## src/rtl/adder_3bit_pkg.sv

```systemverilog
// adder_3bit_pkg: shared widths and carry-counter saturation limit for adder_3bit
package adder_3bit_pkg;
  localparam int DEF_WIDTH = 3;
  localparam int CNT_W = 8;
  localparam logic [CNT_W-1:0] CNT_MAX = 8'd255;
endpackage

```

## src/rtl/adder_3bit_full_adder.sv

```systemverilog
// full_adder: single-bit full adder cell used in the ripple chain
module full_adder (
  input  logic x,
  input  logic y,
  input  logic cin,
  output logic s,
  output logic cout
);
  assign s = x ^ y ^ cin;
  assign cout = (x & y) | (cin & (x ^ y));
endmodule

```

## src/rtl/adder_3bit.sv

```systemverilog
// adder_3bit: registered ripple-carry adder with saturating carry counter; ADDER_3BIT_OVF_EN adds signed ovf flag
module adder_3bit
  import adder_3bit_pkg::*;
#(
  parameter int WIDTH = DEF_WIDTH
) (
  input  logic             clk,
  input  logic             rst,
  input  logic             in_valid,
  input  logic [WIDTH-1:0] a,
  input  logic [WIDTH-1:0] b,
  output logic [WIDTH-1:0] sum,
  output logic             carry,
  output logic             out_valid,
`ifdef ADDER_3BIT_OVF_EN
  output logic             ovf,
`endif
  output logic [CNT_W-1:0] carry_cnt
);
  logic [WIDTH-1:0] s;
  logic [WIDTH:0] c;
  assign c[0] = 1'b0;
  for (genvar i = 0; i < WIDTH; i++) begin : g_fa
    full_adder u_fa (.x(a[i]), .y(b[i]), .cin(c[i]), .s(s[i]), .cout(c[i+1]));
  end
  always_ff @(posedge clk or posedge rst) begin
    if (rst) begin
      sum <= '0;
      carry <= 1'b0;
      out_valid <= 1'b0;
      carry_cnt <= '0;
    end else begin
      out_valid <= in_valid;
      if (in_valid) begin
        sum <= s;
        carry <= c[WIDTH];
        if (c[WIDTH] && carry_cnt != CNT_MAX) carry_cnt <= carry_cnt + 1'b1;
      end
    end
  end
`ifdef ADDER_3BIT_OVF_EN
  always_ff @(posedge clk or posedge rst) begin
    if (rst) ovf <= 1'b0;
    else if (in_valid) ovf <= (a[WIDTH-1] == b[WIDTH-1]) && (s[WIDTH-1] != a[WIDTH-1]);
  end
`endif
endmodule

```

## config.mk

```make
export PLATFORM = sky130hd
export DESIGN_NAME = adder_3bit
export DESIGN_NICKNAME = d
export VERILOG_FILES = /design/src/rtl/adder_3bit_pkg.sv /design/src/rtl/adder_3bit_full_adder.sv /design/src/rtl/adder_3bit.sv
export SDC_FILE = /design/constraint.sdc
export NUM_CORES = 1
export LEC_CHECK = 0
export ABC_CLOCK_PERIOD_IN_PS = 2550
export CAP_MARGIN = 20
export CELL_PAD_IN_SITES_DETAIL_PLACEMENT = 1
export CELL_PAD_IN_SITES_GLOBAL_PLACEMENT = 1
export CORE_AREA = 5 5 54 56
export DETAILED_ROUTE_END_ITERATION = 16
export DIE_AREA = 0 0 59 61
export PLACE_DENSITY = 0.75
export SLEW_MARGIN = 0
export SYNTH_ARGS = -nofsm -noshare
export SYNTH_HDL_FRONTEND = slang
export SYNTH_HIERARCHICAL = 1
export SYNTH_SLANG_ARGS = --single-unit
```

## constraint.sdc

```tcl
create_clock -name clk -period 2.55 [get_ports clk]
set_input_delay 0.6375 -clock clk [delete_from_list [all_inputs] [get_ports clk]]
set_output_delay 0.6375 -clock clk [all_outputs]
set_load 0.01 [all_outputs]
```

==> results of run 1 <==
[how the worst max path moves through the flow]
stage,end,slack [ps],cells past startpoint
6_report,carry_cnt[7],80,7
5_1_grt,carry_cnt[7],50,7
4_1_cts,carry_cnt[3],6,7
3_5_place_dp,carry_cnt[7],-500,7
3_3_place_gp,carry_cnt[7],-420,7
2_1_floorplan,carry_cnt[7],70,6
[state kept, by name (all words and copies together), names as in the netlist]
signal     flops
carry_cnt      8
sum            3
carry          1
out_valid      1
[worst max-delay path: cells and delay by family]
| kind | cells | cell delay, ps |
|---|---|---|
| fa+ha+maj | 3 | 1100 |
| buf+inv | 1 | 420 |
| mux | 1 | 270 |
| simple gates | 2 | 220 |
[logic make-up (layout without fill, tap and decap cells)]
| kind of cell | count (synthesis) | after routing | synth area share, % |
|---|---|---|---|
| mux | 8 | 8 | 13.8 |
| simple gates | 11 | 11 | 11.0 |
| xor+xnor | 3 | 3 | 3.91 |
| buf+inv | 4 | 32 | 2.79 |
| compound gates | 6 | 6 | 8.75 |
| fa+ha+maj | 4 | 4 | 10.8 |
| other cells | 1 | 1 | 0.558 |
| flops | 13 | 13 | 48.4 |
[cells in the mapped netlist, drive strengths merged]
master	number	area share [%]
xnor2	1	1.3
nor3	1	0.74
nor2	1	0.56
conb	1	0.56
o311ai	1	3.9
a21oi	1	0.74
dfrtp	13	48
mux2i	1	1.5
buf	1	1.1
mux2	7	12
nand3	2	1.5
a211oi	1	1.1
xor2	2	2.6
o21ai	1	0.74
nand4	2	2.8
nor4b	1	2.2
inv	3	1.7
o31ai	2	2.2
fa	3	8.9
nand2	3	1.7
ha	1	1.9
and4	1	1.5
[per-stage QoR]
stage	instances	area (um2)	worst slack (ps)	power (mW)
final	108	983	78.1	0.775
after global routing	108	983	45.3	0.828
after CTS	108	976	5.71	0.786
after detailed placement	104	942	-501	0.646
after global placement	104	942	-420	0.638
after floorplan	50	672	73.8	0.472
[final cells by class]
type	count	share of cell area, %
multi-input combinational	33	34.6
timing repair buffer	25	24.7
inverter	3	1.15
clock buffer	4	2.67
tap	30	3.82
sequential	13	33.1
[layer usage]
layer | global-route usage (%) | vias to the layer above | routed length, um
met3 | 4.26 | 5 | 170
met2 | 16.9 | 20 | 755
met5 | 0 | - | 0
met4 | 5.83 | 0 | 43
li1 | - | 235 | -
met1 | 9.93 | 241 | 613
[where the power goes]
part	switching [mW]	total (mW)	leakage [nW]	internal, mW
sequential	0.0664	0.328	0.161	0.261
combinational	0.130	0.314	0.249	0.184
clock	0.0723	0.133	0.0150	0.0608
[repair_timing]
action | CTS | global route
setup buffers | 0 | 0
resized for setup | 3 | 2
endpoints found under the setup margin | 8 | 4
pin swaps | 3 | 1
==> impl_summary.md, run 1 <==
Status
The run finished with clean final reports.

Floorplanning
Pin placement for this block handled 22 I/O pins. The initialized floorplan defines 18 standard-cell rows. The die covers 0.00360 mm2.

The core region is 0.00239 mm2. The floorplan step set the die width to 59 um. The height of the die is 61 um. The starting density of the core is 28.1%.

Min path
Counting instances, the worst hold path has a depth of 1. The startpoint of the most critical hold path is sum[2]. In this run the worst hold path is classified as reg2reg. The terminating pin of the worst hold path is sum[2].

Yosys
After synthesis the netlist holds a flip-flop and latch count of 13. The synthesized netlist occupies a cell area of 672 um2. The post-synthesis sequential area ratio is 48.4%. Dividing the synthesized area by the synthesized cell count gives 13.4 um2. The count of mapped cells out of synthesis is 50. The synthesized net count is 63. The post-synthesis cell type count is 24. The Yosys step of the flow raised 6 warnings.

Placement
The count of input and output buffers is 21. At the end of routability-driven placement, the weighted congestion stood at 0.735. The HPWL after detailed placement is 1190 um.

Clocking
The clock latency at the later pin of the worst-skew pair is 280 ps. The total of hold buffers inserted after clock tree synthesis is 0. After clock tree synthesis, the clock-pin slew on the worst setup and hold paths is 80 ps. The cell sitting at the root of the clock tree is a sky130_fd_sc_hd__clkbuf_4.

The depth of the CTS H-tree is 1. TritonCTS built the clock tree. Counting every sink on the clock net gives 13. In this run, CTS created clock tree buffers numbering 3. The buffer levels on the longest clock path is 2.

Final layout
In the final design database the tool counted 92 nets. Across the whole layout, storage elements account for 325 um2. The share of layout cells above drive strength 1 is 28.2%. The most common cell after layout, fill and taps aside is sky130_fd_sc_hd__clkdlybuf4s50_1. From synthesis to final layout, the design area changed by 46.4%. The count of fill cells added during filler insertion is 271. In the final layout, the multi-input gates occupy 340 um2. Measured on the finished design, the core utilization comes to 41.2%. The final antenna diode count is 0.

Leaving out fill and tap cells, the most frequent cells in the layout are sky130_fd_sc_hd__clkdlybuf4s50_1 (20), sky130_fd_sc_hd__dfrtp_1 (13), sky130_fd_sc_hd__mux2_2 (6), sky130_fd_sc_hd__buf_4 (4).

Global route
The maximum number of pins on one net before global-route repair is 14. The via count of the first global-routing pass came to 562. The first-pass GRT wire length is 2500 um. Global routing used 9.83% of the available tracks. The number of antenna violations at the first check in global routing came to 0. The overall overflow remaining after global route is 0.

Critical path
Tracing the worst setup path back leads to its startpoint at b[0]. The largest driver fanout on the critical path is 4. The kind of start point of the critical path is a primary input. Traced cell by cell, the critical path runs through clkdlybuf4s50_1 > fa_2 > fa_2 > fa_2 > nand4_1 > nor3_1 > mux2_2. In this run the critical register-to-register path is launched from carry_cnt[0].

The worst setup path is captured at a flip-flop. Among the stages of the critical path, the cell type that occurs most often is sky130_fd_sc_hd__fa_2. STA puts the critical path data arrival time at 2640 ps. The endpoint identified for the worst register-to-register timing path is carry_cnt[1].

For the worst setup path, the data required time is 2720 ps. The critical setup path kind is in2reg. On the critical path, the stage with the largest delay is an instance of sky130_fd_sc_hd__clkdlybuf4s50_1. In this run the register-to-register setup slack is 1020 ps. The path depth of the worst reg2reg path is 4.

On the worst path, the slowest cell contributes a delay of 420 ps.

STA
The setup skew after layout is 3.02 ps. The final-report max-slew violation count is 0. The highest clock rate is 405 MHz. Setup repair after global routing left no endpoint under its margin. The number of setup violations in the final report is 0. The final setup TNS is 0 ps. Dividing the final minimum period by the clock period gives 96.9%.

The number of hold-slack violations in the final timing report is 0. The clock period minus final worst setup slack is 2470 ps. The tightest hold path in the finished design has a slack of 512 ps.

Pwr
Dividing total power by cell area gives a power density of 788 mW/mm2. For this design the static power due to leakage is 0.425 nW. VDD sags by at most 0.000328 V.

Drt
The initial DRC count is 2. Dividing the detail-routed wire length by the instance count gives 14.6 um. The total DRC errors in the routed layout is 0. The total wire length after detailed routing is 1580 um. The number of iterations in the first detailed-routing pass is 4.

The count of nets left with antenna violations once routing finished came out at 0. Dividing the detail-routed via count by the number of cells gives 4.64. For this block, the via count after detailed routing is 501.

Run
The number of maximum-capacitance violations is 0.
(Power assumes the default switching activity.)
==> inputs of run 2 (changes only) <==
Settings changed: CORE_AREA 5 5 54 56 to 5 5 49 51, DIE_AREA 0 0 59 61 to 0 0 54 56, PLACE_DENSITY 0.75 to 0.89.
==> run 2 against run 1 <==
  * Clock power is 4% lower
  * Cell count fell by 2.8%
  * Non-clock buffer count stayed put
  * Power down 0.38%
  * Die area down 16%
  * Largest cell class unchanged
  * Highest routed layer unchanged
==> impl_summary.md, run 2 (synthesis gave the netlist of run 1 again) <==
Final layout
The flip-flop count of the largest register after layout is 8 (unchanged). The final non-filler cell total was 105 (-2.8%). The share of layout cells above drive strength 1 is 28.2% (unchanged). The final layout net count is 92 (unchanged).

The area growth from synthesis to layout is 45.1%. carry_cnt holds more flip-flops than any other register. The count of fill cells added during filler insertion is 209 (-23%). The top cell types in the final layout, fill and taps aside, are sky130_fd_sc_hd__clkdlybuf4s50_1 (19), sky130_fd_sc_hd__dfrtp_1 (13), sky130_fd_sc_hd__mux2_2 (6), sky130_fd_sc_hd__buf_4 (4). The library cell used most frequently in the layout, excluding fill and tap cells, is sky130_fd_sc_hd__clkdlybuf4s50_1.

The final standard cell area without fillers is 975 um2 (-0.89%). The final antenna diode count is 0 (unchanged). In the final layout, the registers with the most flip-flops are carry_cnt: 8 flops, sum: 3 flops.

Clocking
The post-CTS repair timing setup buffer count is 0 (unchanged). The buffer levels on the longest clock path was 2 (unchanged). The total of hold buffers inserted after clock tree synthesis is 0 (unchanged).

The clock tree from TritonCTS is yes. The number of buffers added by the clock tree synthesis step is 3 (unchanged). In this run the clock root is driven by a sky130_fd_sc_hd__clkbuf_4. The number of resized instances in the post-cts repair step is 6 (+3). The clock transition at the registers of the reported paths was 80 ps (about the same). The number of clock sinks is 13 (unchanged). The depth of the CTS H-tree is 1 (unchanged).

The clock latency at the later pin of the worst-skew pair is 270 ps (about the same).

Floorplanning
The total I/O pin count was 22 (unchanged). The height of the die is 56 um (-8.2%). The width of the die is 54 um (-8.5%). The total number of placement rows was 16 (-2). The starting density of the core is 35.3% (+7.2 points).

The die outline area is 0.00302 mm2 (-16%). The core region area is 0.00190 mm2 (-20%).

Critical path
The path depth of the worst reg2reg path is 4 (unchanged). The critical path is of the in2reg type. The largest driver fanout on the critical path came to 4 (unchanged). The data required time at the worst endpoint is 2710 ps (about the same). The kind of end point of the critical path is a flip-flop. The startpoint identified for the worst register-to-register timing path is carry_cnt[0].

The worst setup path is launched from a primary input. The minimum setup slack among reg-to-reg paths is 1040 ps (+20 ps). The start point of the critical path is a[0]. In this run the critical register-to-register path is captured at carry_cnt[1]. Following the worst setup path forward leads to its endpoint at carry_cnt[7]. The signal arrival time at the worst endpoint is 2560 ps (-80 ps).

Global route
The first-pass GRT wire length is 2660 um (+6.3%). The number of antenna violations at the first check in global routing came to 0 (unchanged). The overall overflow remaining after global route is 0 (unchanged).

The maximum number of pins on one net before global-route repair is 14 (unchanged). The via count of the first global-routing pass came to 605 (+7.7%). The total global-route track usage is 11.7% (+1.9 points).

Pwr
The leakage component of the power is 0.418 nW (-1.6%). The worst-case vdd ir drop is 0.000453 V (+38%). The total design power is 0.772 mW (-0.38%). The total power density per cell area was 792 mW/mm2 (+0.52%).

Drt
The wire length per cell was 15.8 um (+8.0%). The number of iterations in the first detailed-routing pass is 2 (-2). The post-detailed-route count of antenna-violating nets is 0 (unchanged).

The number of vias after detailed routing is 511 (+2.0%). The total wire length after detailed routing was 1660 um (+5.0%). The initial DRC count came to 1 (-1).

The total DRC errors in the routed layout is 0 (unchanged). The average via count per standard cell is 4.87 (+4.9%).

STA
The final-report max-slew violation count was 0 (unchanged). The setup skew after layout is 3.48 ps (+0.462 ps). The worst-case headroom to the max-slew limit is 65.3%. The clock period minus final worst setup slack is 2400 ps (-75.0 ps). The number of setup violations in the final report came to 0 (unchanged). The number of hold-slack violations in the final timing report was 0 (unchanged).

The highest clock rate came to 417 MHz (+3.1%). The pin slew with the least headroom to its limit is 521 ps. The final hold slack is 512 ps (+0.265 ps). The final worst-path cycle share is 94.0% (-2.9 points).

Setup repair after global routing left no endpoint under its margin. The final setup TNS was 0 ps (unchanged).

Placement
The post-placement cell count is 101 (-2.9%). The weighted congestion at the end of routability-driven global placement is 0.735 (about the same). The estimated wirelength of the detail-placed design was 1320 um (+11%). The count of input and output buffers is 21 (unchanged). The placed standard-cell area is 938 um2 (-0.40%).

Run
The number of maximum-capacitance violations came to 0 (unchanged).

Status
The flow ran to the end, and the final reports show no timing, DRC or antenna violations.

Min path
The class of the tightest hold or removal check is reg2reg.
==> run 2: cell types whose count changed in the layout (fill, tap and decap cells not counted) <==
cell,delta
sky130_fd_sc_hd__dlygate4sd2_1,+2
sky130_fd_sc_hd__nand3_2,-1
sky130_fd_sc_hd__nand3_1,+1
sky130_fd_sc_hd__clkdlybuf4s50_1,-1
sky130_fd_sc_hd__nor3_2,+1
sky130_fd_sc_hd__dlymetal6s2s_1,-1
sky130_fd_sc_hd__nor3_1,-1
==> run 2: layout make-up <==
class | instances | area [um2] | area share, %
inverters | 3 | 11.3 | 1.16
multi-input cells | 33 | 340 | 34.9
repair buffers | 25 | 238 | 24.4
well taps | 27 | 33.8 | 3.47
flip-flops and latches | 13 | 325 | 33.4
clock buffers | 4 | 26.3 | 2.70
==> run 2: layer usage <==
layer | vias to the layer above | part of all wire (%) | global-route usage, %
met5 | - | 0 | 0
met4 | 0 | 0.48 | 3.20
met3 | 2 | 10 | 3.75
met2 | 16 | 54 | 21.8
met1 | 263 | 35 | 11.9
li1 | 230 | - | -
==> run 2: where the power goes <==
group | internal (mW) | switching (mW)
sequential | 0.261 | 0.0672
combinational | 0.183 | 0.132
clock | 0.0605 | 0.0679
==> run 2: stage by stage <==
stage	util [%]	setup WS, ps
after floorplan	-	73.8
after global placement	49.3	-414
after detailed placement	49.3	-555
after CTS	51.2	129
after global routing	51.2	100
final	51.2	153
==> run 2: worst min-delay path by stage <==
stage             end  slack (ps)   start  cells after the start
6_report       sum[0]         510  sum[0]                      1
5_1_grt        sum[2]         560  sum[2]                      1
4_1_cts        sum[0]         520  sum[0]                      1
3_5_place_dp   sum[0]         500  sum[0]                      1
3_3_place_gp   sum[0]         490  sum[0]                      1
2_1_floorplan   carry         510     rst                      1
==> run 2: worst max-delay path: stages <==
cell and delay [ps]:
sky130_fd_sc_hd__dlygate4sd2_1 250, sky130_fd_sc_hd__fa_2 370, sky130_fd_sc_hd__fa_2 380, sky130_fd_sc_hd__fa_2 410, sky130_fd_sc_hd__nand4_1 160, sky130_fd_sc_hd__nor3_2 70, sky130_fd_sc_hd__mux2_2 280
